**src/rtl/lsu_mem_master.sv**
```systemverilog
// lsu_mem_master
// ---------------------------------------------------------------------------
// CPU-side load/store initiator for a word-organised data memory with
// combinational read and synchronous (posedge) write. One command is taken
// at a time from the MEM stage.
// - Sub-word stores (sh/sb) run as a read-modify-write.
// - Sub-word loads are extracted and then sign- or zero-extended.
// - Misaligned or out-of-range commands complete with exc=1 and never touch
//   the memory.
//
// Ports
//   clk, rst     clock, synchronous active-high reset
//   start        command strobe, sampled only while idle
//   op[2:0]      0=lw 1=lh 2=lhu 3=lb 4=lbu 5=sw 6=sh 7=sb
//   addr[31:0]   byte address
//   wdata[31:0]  store data (sh uses [15:0], sb uses [7:0])
//   busy         high whenever a command is in flight (not idle)
//   done         one-cycle completion pulse
//   rdata[31:0]  load result, held until the next successful load
//   exc          error flag, valid with done and held until the next done
//   mem_addr     word-aligned byte address to memory (0 when idle)
//   mem_wd       write word to memory
//   mem_we       memory write enable, one cycle per store
//   mem_rd       combinational read data from memory
// ---------------------------------------------------------------------------
module lsu_mem_master #(
  parameter int MEM_WORDS = 3072
) (
  input  logic        clk,
  input  logic        rst,
  input  logic        start,
  input  logic [2:0]  op,
  input  logic [31:0] addr,
  input  logic [31:0] wdata,
  output logic        busy,
  output logic        done,
  output logic [31:0] rdata,
  output logic        exc,
  output logic [31:0] mem_addr,
  output logic [31:0] mem_wd,
  output logic        mem_we,
  input  logic [31:0] mem_rd
);

  typedef enum logic [1:0] {
    IDLE  = 2'd0,
    READ  = 2'd1,
    WRITE = 2'd2,
    DONE  = 2'd3
  } state_t;

  state_t      state_r;
  logic [2:0]  op_r;
  logic [1:0]  addr_lo_r;   // byte lane of the latched address
  logic [15:0] wdata_lo_r;  // only the sub-word part is needed after acceptance
  logic        misaligned_s;
  logic        out_of_range_s;
  logic        cmd_err_s;

  // Select the addressed half/byte of a word and extend it as the load demands.
  function automatic logic [31:0] load_extract(input logic [2:0]  f_op,
                                               input logic [31:0] f_word,
                                               input logic [1:0]  f_lane);
    logic [7:0]  f_byte;
    logic [15:0] f_half;
    logic [31:0] f_res;
    case (f_lane)
      2'd0:    f_byte = f_word[7:0];
      2'd1:    f_byte = f_word[15:8];
      2'd2:    f_byte = f_word[23:16];
      2'd3:    f_byte = f_word[31:24];
      default: f_byte = 8'h00;
    endcase
    if (f_lane[1]) begin
      f_half = f_word[31:16];
    end else begin
      f_half = f_word[15:0];
    end
    case (f_op)
      3'd0:    f_res = f_word;
      3'd1:    f_res = {{16{f_half[15]}}, f_half};
      3'd2:    f_res = {16'h0000, f_half};
      3'd3:    f_res = {{24{f_byte[7]}}, f_byte};
      3'd4:    f_res = {24'h000000, f_byte};
      default: f_res = f_word;
    endcase
    return f_res;
  endfunction

  // Replace the addressed half (sh) or byte (sb) of the buffered word.
  function automatic logic [31:0] store_merge(input logic [2:0]  f_op,
                                              input logic [31:0] f_word,
                                              input logic [15:0] f_data,
                                              input logic [1:0]  f_lane);
    logic [31:0] f_res;
    f_res = f_word;
    if (f_op == 3'd6) begin
      if (f_lane[1]) begin
        f_res[31:16] = f_data;
      end else begin
        f_res[15:0] = f_data;
      end
    end else begin
      case (f_lane)
        2'd0:    f_res[7:0]   = f_data[7:0];
        2'd1:    f_res[15:8]  = f_data[7:0];
        2'd2:    f_res[23:16] = f_data[7:0];
        2'd3:    f_res[31:24] = f_data[7:0];
        default: f_res = f_word;
      endcase
    end
    return f_res;
  endfunction

  // Classify the incoming command; it is only acted on at the acceptance edge,
  // so checking the inputs is the same as checking the latched command.
  always_comb begin
    misaligned_s = 1'b0;
    case (op)
      3'd0, 3'd5:       misaligned_s = (addr[1:0] != 2'b00);
      3'd1, 3'd2, 3'd6: misaligned_s = addr[0];
      default:          misaligned_s = 1'b0;
    endcase
    out_of_range_s = ({2'b00, addr[31:2]} >= 32'(MEM_WORDS));
    cmd_err_s      = misaligned_s | out_of_range_s;
  end

  // Command sequencer with all outputs registered. For sh/sb, mem_wd doubles
  // as the word buffer: the merged word is formed from mem_rd at the end of
  // READ and held through WRITE.
  always_ff @(posedge clk) begin
    if (rst) begin
      state_r    <= IDLE;
      op_r       <= 3'd0;
      addr_lo_r  <= 2'd0;
      wdata_lo_r <= 16'h0000;
      busy       <= 1'b0;
      done       <= 1'b0;
      rdata      <= 32'h0000_0000;
      exc        <= 1'b0;
      mem_addr   <= 32'h0000_0000;
      mem_wd     <= 32'h0000_0000;
      mem_we     <= 1'b0;
    end else begin
      done   <= 1'b0;
      mem_we <= 1'b0;
      case (state_r)
        IDLE: begin
          if (start) begin
            op_r       <= op;
            addr_lo_r  <= addr[1:0];
            wdata_lo_r <= wdata[15:0];
            busy       <= 1'b1;
            if (cmd_err_s) begin
              state_r <= DONE;
              done    <= 1'b1;
              exc     <= 1'b1;
            end else if (op == 3'd5) begin
              state_r  <= WRITE;
              mem_we   <= 1'b1;
              mem_addr <= {addr[31:2], 2'b00};
              mem_wd   <= wdata;
            end else begin
              state_r  <= READ;
              mem_addr <= {addr[31:2], 2'b00};
            end
          end
        end
        READ: begin
          if (op_r >= 3'd6) begin
            state_r <= WRITE;
            mem_we  <= 1'b1;
            mem_wd  <= store_merge(op_r, mem_rd, wdata_lo_r, addr_lo_r);
          end else begin
            state_r  <= DONE;
            done     <= 1'b1;
            exc      <= 1'b0;
            rdata    <= load_extract(op_r, mem_rd, addr_lo_r);
            mem_addr <= 32'h0000_0000;
          end
        end
        WRITE: begin
          state_r  <= DONE;
          done     <= 1'b1;
          exc      <= 1'b0;
          mem_addr <= 32'h0000_0000;
          mem_wd   <= 32'h0000_0000;
        end
        DONE: begin
          state_r <= IDLE;
          busy    <= 1'b0;
        end
        default: begin
          state_r <= IDLE;
          busy    <= 1'b0;
        end
      endcase
    end
  end

endmodule

```
**config.mk**
```make
export PLATFORM = sky130hd
export DESIGN_NAME = lsu_mem_master
export DESIGN_NICKNAME = d
export VERILOG_FILES = /design/src/rtl/lsu_mem_master.sv
export SDC_FILE = /design/constraint.sdc
export NUM_CORES = 1
export LEC_CHECK = 0
export BUFFER_PORTS_ARGS = -buffer_cell sky130_fd_sc_hd__buf_2
export CAP_MARGIN = 20
export CELL_PAD_IN_SITES_DETAIL_PLACEMENT = 1
export CELL_PAD_IN_SITES_GLOBAL_PLACEMENT = 2
export CORE_UTILIZATION = 32
export DETAILED_ROUTE_END_ITERATION = 7
export PLACE_DENSITY_LB_ADDON = 0.1
export SYNTH_ARGS = -nofsm -noshare
export SYNTH_HDL_FRONTEND = slang
export SYNTH_SLANG_ARGS = --single-unit
```
**constraint.sdc**
```tcl
create_clock -name clk -period 6 [get_ports clk]
set_input_delay 1.2 -clock clk [delete_from_list [all_inputs] [get_ports clk]]
set_output_delay 1.2 -clock clk [all_outputs]
set_load 0.03 [all_outputs]
```
# Yosys cells after proc, flatten, opt, wreduce, memory -nomap -nowiden
# Index checks and enable logic that the tools add are counted.
totals:
  in_bits: 102
  latch_bits: 0
  n_memories: 0
  ff_bits: 123
  out_inout_bits: 100
  ram_bits: 0
  rom_bits: 0
classes:
  muxes: 40
  n_bitwise: 2
  shift: 0
  reduce_logical: 14
  multipliers: 0
  n_addsub: 0
  n_lt_le_gt_ge: 2
  n_div: 0
  eq_ne: 21
op_table:
  columns: ["op", "count"]
  rows:
  - ["32-bit 2-to-1 mux", 8]
  - ["32-bit one-hot mux with 3 select lines", 2]
  - ["32-bit one-hot mux with 4 select lines", 1]
  - ["16-bit 2-to-1 mux", 3]
  - ["8-bit 2-to-1 mux", 4]
  - ["8-bit one-hot mux with 4 select lines", 1]
  - ["30-bit by 12-bit greater-or-equal comparator with 1-bit output (second input constant)", 1]
  - ["3-bit == test (second input constant)", 4]
  - ["1-bit 2-to-1 mux", 12]
  - ["2-bit != test (second input constant)", 6]
  - ["3-bit by 2-bit == test with 1-bit output (second input constant)", 3]
  - ["2-bit == test (second input constant)", 4]
  - ["2-bit one-hot mux with 4 select lines", 1]
  - ["4-bit AND reduction", 2]
  - ["3-bit by 1-bit == test with 1-bit output (second input constant)", 2]
  - ["2-bit 2-to-1 mux", 3]
  - ["1-bit one-hot mux with 2 select lines", 3]
  - ["1-bit one-hot mux with 3 select lines", 2]
  - ["2-bit AND reduction", 3]
  - ["5-bit AND reduction", 1]
  - ["2-bit by 1-bit == test with 1-bit output (second input constant)", 2]
  - ["2-bit zero test", 2]
  - ["2-bit nonzero test", 2]
  - ["3-bit greater-or-equal comparator (second input constant)", 1]
  - ["other kinds (6)", 6]

# Logic depth before layout (Yosys ltp)
logic_depth:
  word_depth: 7
  ltp_mapped: 9

# Worst setup path after synthesis
# Ideal clock, no wire load.
synth_timing:
  kind: "input-to-reg"
  startpoint: "input addr[19]"
  endpoint: "register mem_addr[10]"
  path_buffers: 2
  t_arrival_ns: 2.534
  path_stages: 6
  setup_ns: 0.120
  path_slack_ns: 3.346
  cell_sequence: "nor4_2 -> nand3_1 -> or4_1 -> buf_2 -> buf_6 -> mux2i_1"
synth_via:
  elab_chain_cells: 4
synth_rtl:
  columns: ["element", "line", "source"]
  rows:
  - ["start, declared", "33", "input logic [31:0] addr,"]
  - ["30-bit by 12-bit greater-or-equal comparator with 1-bit output", "124", "out_of_range_s = ({2'b00, addr[31:2]} >= 32'(MEM_WORDS));"]
  - ["1-bit OR", "125", "cmd_err_s = misaligned_s | out_of_range_s;"]
  - ["2-bit != test (no source line)", null, null]
  - ["4-bit AND reduction (no source line)", null, null]
  - ["end signal, assigned", "161", "mem_addr <= {addr[31:2], 2'b00};"]
  - ["end signal, assigned", "165", "mem_addr <= {addr[31:2], 2'b00};"]
  - ["end, declared", "39", "output logic [31:0] mem_addr,"]
# No other way between the ends.
# A chain may end at the register's enable or synchronous reset.

# Final worst setup path
layout_timing:
  startpoint: "register state_r[1]"
  endpoint: "register mem_addr[19]"
layout_via:
  elab_chain_cells: 3
layout_rtl:
  columns: ["element", "line", "source"]
  rows:
  - ["start, declared", "52", "state_t state_r;"]
  - ["start signal, assigned", "133", "state_r <= IDLE;"]
  - ["start signal, assigned", "155", "state_r <= DONE;"]
  - ["start signal, assigned", "159", "state_r <= WRITE;"]
  - ["2-bit by 1-bit == test with 1-bit output (tied with other cells)", "147", "case (state_r)"]
  - ["2-bit != test (no source line) / 3-bit nonzero test (equally long branches)", null, null]
  - ["4-bit AND reduction (no source line)", null, null]
# Parallel ways exist; a longest one is shown, timed or not.

==> metrics.csv <==
metric,value,unit
status,finished clean,
finish.net_count,1038,
max_cap_viol_count,0,
report.power.total,0.00408,W
path_clk_slew,0.06,ns
grt_pass1_wl,36800,um
grt_antenna_before_repair,3,
mostFrequentLayoutCells,"sky130_fd_sc_hd__buf_2 (199), sky130_fd_sc_hd__dfxtp_1 (121), sky130_fd_sc_hd__nand2_1 (120)",
cp_slowest_cell,sky130_fd_sc_hd__a21oi_1,
clock_root_buffer,sky130_fd_sc_hd__clkbuf_16,
max_freq,0.312,GHz
place_hpwl,18100,um
synth_seq_area_share,37.2,%
cts_sinks,121,
syn-instance-count,770,
hold_ws,0.454,ns
drt_drc_violations_left,0,
floorplan.die_area,20900,um^2
ys_ff_latch,121,
r2r_start,state_r[1],
ys_warn_count,0,
drt-pass1-iter-count,5,
die_x,145,um
vias,6518,
slew_headroom,20.4,%
post_cts_buffers,0,
timing.critical_path.cells,inv_1 > ha_1 > nand3_1 > a21oi_1 > o41a_1 > and2_1,
ys_dominant_reg_cell,sky130_fd_sc_hd__dfxtp_1,
crit_path_max_fanout,20,
setup.worst_path.start_class,flip-flop,
final_hold_violating_endpoints,0,
clock_insertion_delay_worst_skew,0.43,ns
largest_net_degree_at_the_start_of_global_routing,67,
dpl_cell_area,7600,um^2
static-leakage-power,3.65,nW
maximum_clock_path_buffer_count,2,
postCtsResizedCells,0,
async_set_or_reset_flop_fraction_in_the_synthesized_netlist,0,%
initial_utilization,33.0,%
drt_iter0_drc,385,
ant_nets,0,
number_of_global_route_vias_before_repair,6606,
filler_cell_count,2361,
critPathArrivalTime,3.57,ns
tritoncts_clock_tree,done,
reg2reg_setup_slack,2.80,ns
path_class,reg2reg,
synthesis.area_per_instance,8.46,um^2
worst-path-buf-inv,1,
port-buffer-count,199,
rr_worst_depth,6,
fin_util,41.6,%
routedWlPerCell,20.3,um
globalRouteTotalUtil,23.7,%
min_path_cells,2,
cts_max_level,4,
area.growth.synth_to_final,25.8,%
num_io_pins,202,
rsz0062_at_grt,false,
yosysUniqueCellTypes,58,
core,19700,um^2
synth_enable_flop_cells,0,
post_synthesis_instance_area,6510,um^2
maxSlewViolCount,0,
final_non_filler_cell_area,8200,um^2
max_stage_delay,0.76,ns
hold-path-endpoint,mem_wd[8],
power.ir.vdd_worst,0.000221,V
route.final.wire_length,24600,um
min-delay-path-class,reg2reg,
cts-buffers-inserted,17,
globalRoute.totalOverflow,0,
critical_path.endpoint_type,flip-flop,
final_common_cell,sky130_fd_sc_hd__buf_2,
crit-reg2reg-capture,mem_addr[19],
timing.setup.tns,0,ns
critical-path-top-delay-family,compound AO/OA/AOI/OAI gates,
power_density,498,nW/um^2
worstMarginPinSlew,1.18,ns
finalWorstPathRequiredPeriod,3.20,ns
worst_clock_skew,0.00959,ns
via_per_inst,5.39,
setup_violations,0,
place.gp.congestion,0.831,
beginning_of_the_worst_hold_path,mem_wd[8],
rows,51,
worst_ep_required_time,6.36,ns
layout-drive-gt1-share,30.0,%
dieHeight,145,um
fin_crit_sh,53.4,%
cts_hold_buffers,0,
## worst max path at each step
stage | start | end | slack, ns | depth (start not counted)
after floorplan | addr[19] | mem_addr[10] | 3.35 | 6
after global placement | rst | mem_addr[31] | 2.74 | 5
after detailed placement | rst | mem_addr[19] | 2.58 | 5
after CTS | state_r[1] | mem_addr[19] | 2.71 | 6
after global routing | state_r[1] | mem_addr[19] | 2.40 | 6
final | state_r[1] | mem_addr[19] | 2.80 | 6
## synth_stat cells, drive strengths merged, types with 2 or more instances
master | number | area share [%]
a221oi | 5 | 0.67
nor2 | 11 | 0.63
nand3b | 4 | 0.46
ha | 5 | 0.96
nand4b | 9 | 1.2
a211o | 3 | 0.40
a311o | 2 | 0.31
nand2 | 120 | 6.9
o31ai | 2 | 0.23
buf | 24 | 2.1
mux2i | 48 | 7.4
nand2b | 42 | 4.0
a221o | 2 | 0.31
inv | 23 | 1.3
o211ai | 28 | 3.2
mux4 | 2 | 0.69
a211oi | 2 | 0.23
nor2b | 25 | 2.4
nand3 | 4 | 0.31
a31oi | 18 | 1.7
nand4 | 9 | 0.86
and2 | 21 | 2.0
a222oi | 6 | 0.92
a41o | 3 | 0.46
dfxtp | 121 | 37
a21oi | 60 | 4.7
nor4 | 4 | 0.67
o21ai | 40 | 3.1
o41ai | 2 | 0.27
a22oi | 11 | 1.3
mux2 | 33 | 5.7
or4 | 2 | 0.23
clkbuf | 42 | 2.4
a41oi | 16 | 2.3
nor3 | 4 | 0.31
## per-stage QoR
stage	instances	setup WS, ns
after global placement	1175	2.74
final	1210	2.80
after CTS	1207	2.71
after floorplan	771	3.35
after detailed placement	1175	2.58
after global routing	1210	2.40
## tightest hold or removal path, stage by stage, from the launching register on
cell and delay, ns:
sky130_fd_sc_hd__dfxtp_1 0.30, sky130_fd_sc_hd__nand2_1 0.05, sky130_fd_sc_hd__mux2i_1 0.05
## cell families after synthesis
logic type,after synthesis,share of synthesized area (%)
muxes,83,13.8
other,1,0.0576
and+or+nand+nor,263,21.1
adders and majority gates,5,0.961
buffers and inverters,90,5.88
AOI/OAI and AO/OA,206,20.9
DFF,121,37.2
xor gates and xnor gates,1,0.135
## sequential cells by signal, summed over array words and instances (netlist names), 2 cells and up
signal,flops
addr_lo_r,2
mem_addr,30
mem_wd,32
op_r,3
rdata,32
state_r,2
wdata_lo_r,16
## cell type report
cell class              instances  area, um^2  share of cell area (%)
clock inverters                15         150                    1.83
diodes                          1        2.50                  0.0305
multi-input cells             560        3720                    45.4
repair buffers                207        1060                    12.9
clock buffers                  17         425                    5.19
well taps                     265         332                    4.05
inverters                      24        90.1                    1.10
flip-flops and latches        121        2420                    29.6
## power by group
| part | internal (W) | switching [W] | total, W |
|---|---|---|---|
| Combinational | 0.000690 | 0.00126 | 0.00195 |
| Sequential | 0.000996 | 0.000117 | 0.00111 |
| Clock | 0.000584 | 0.000435 | 0.00102 |
| Total | 0.00227 | 0.00181 | 0.00408 |
## layer usage
| metal | routed length, um | vias up | global-route usage (%) | share of wire (%) |
|---|---|---|---|---|
| met5 | 21 | - | 0 | 0.085 |
| met4 | 342 | 4 | 6.98 | 1.4 |
| met3 | 1290 | 22 | 5.50 | 5.3 |
| met2 | 12000 | 207 | 40.2 | 49 |
| met1 | 10900 | 3193 | 29.7 | 44 |
| li1 | - | 3092 | - | - |
No activity file was read; power rests on OpenSTA's default activity.
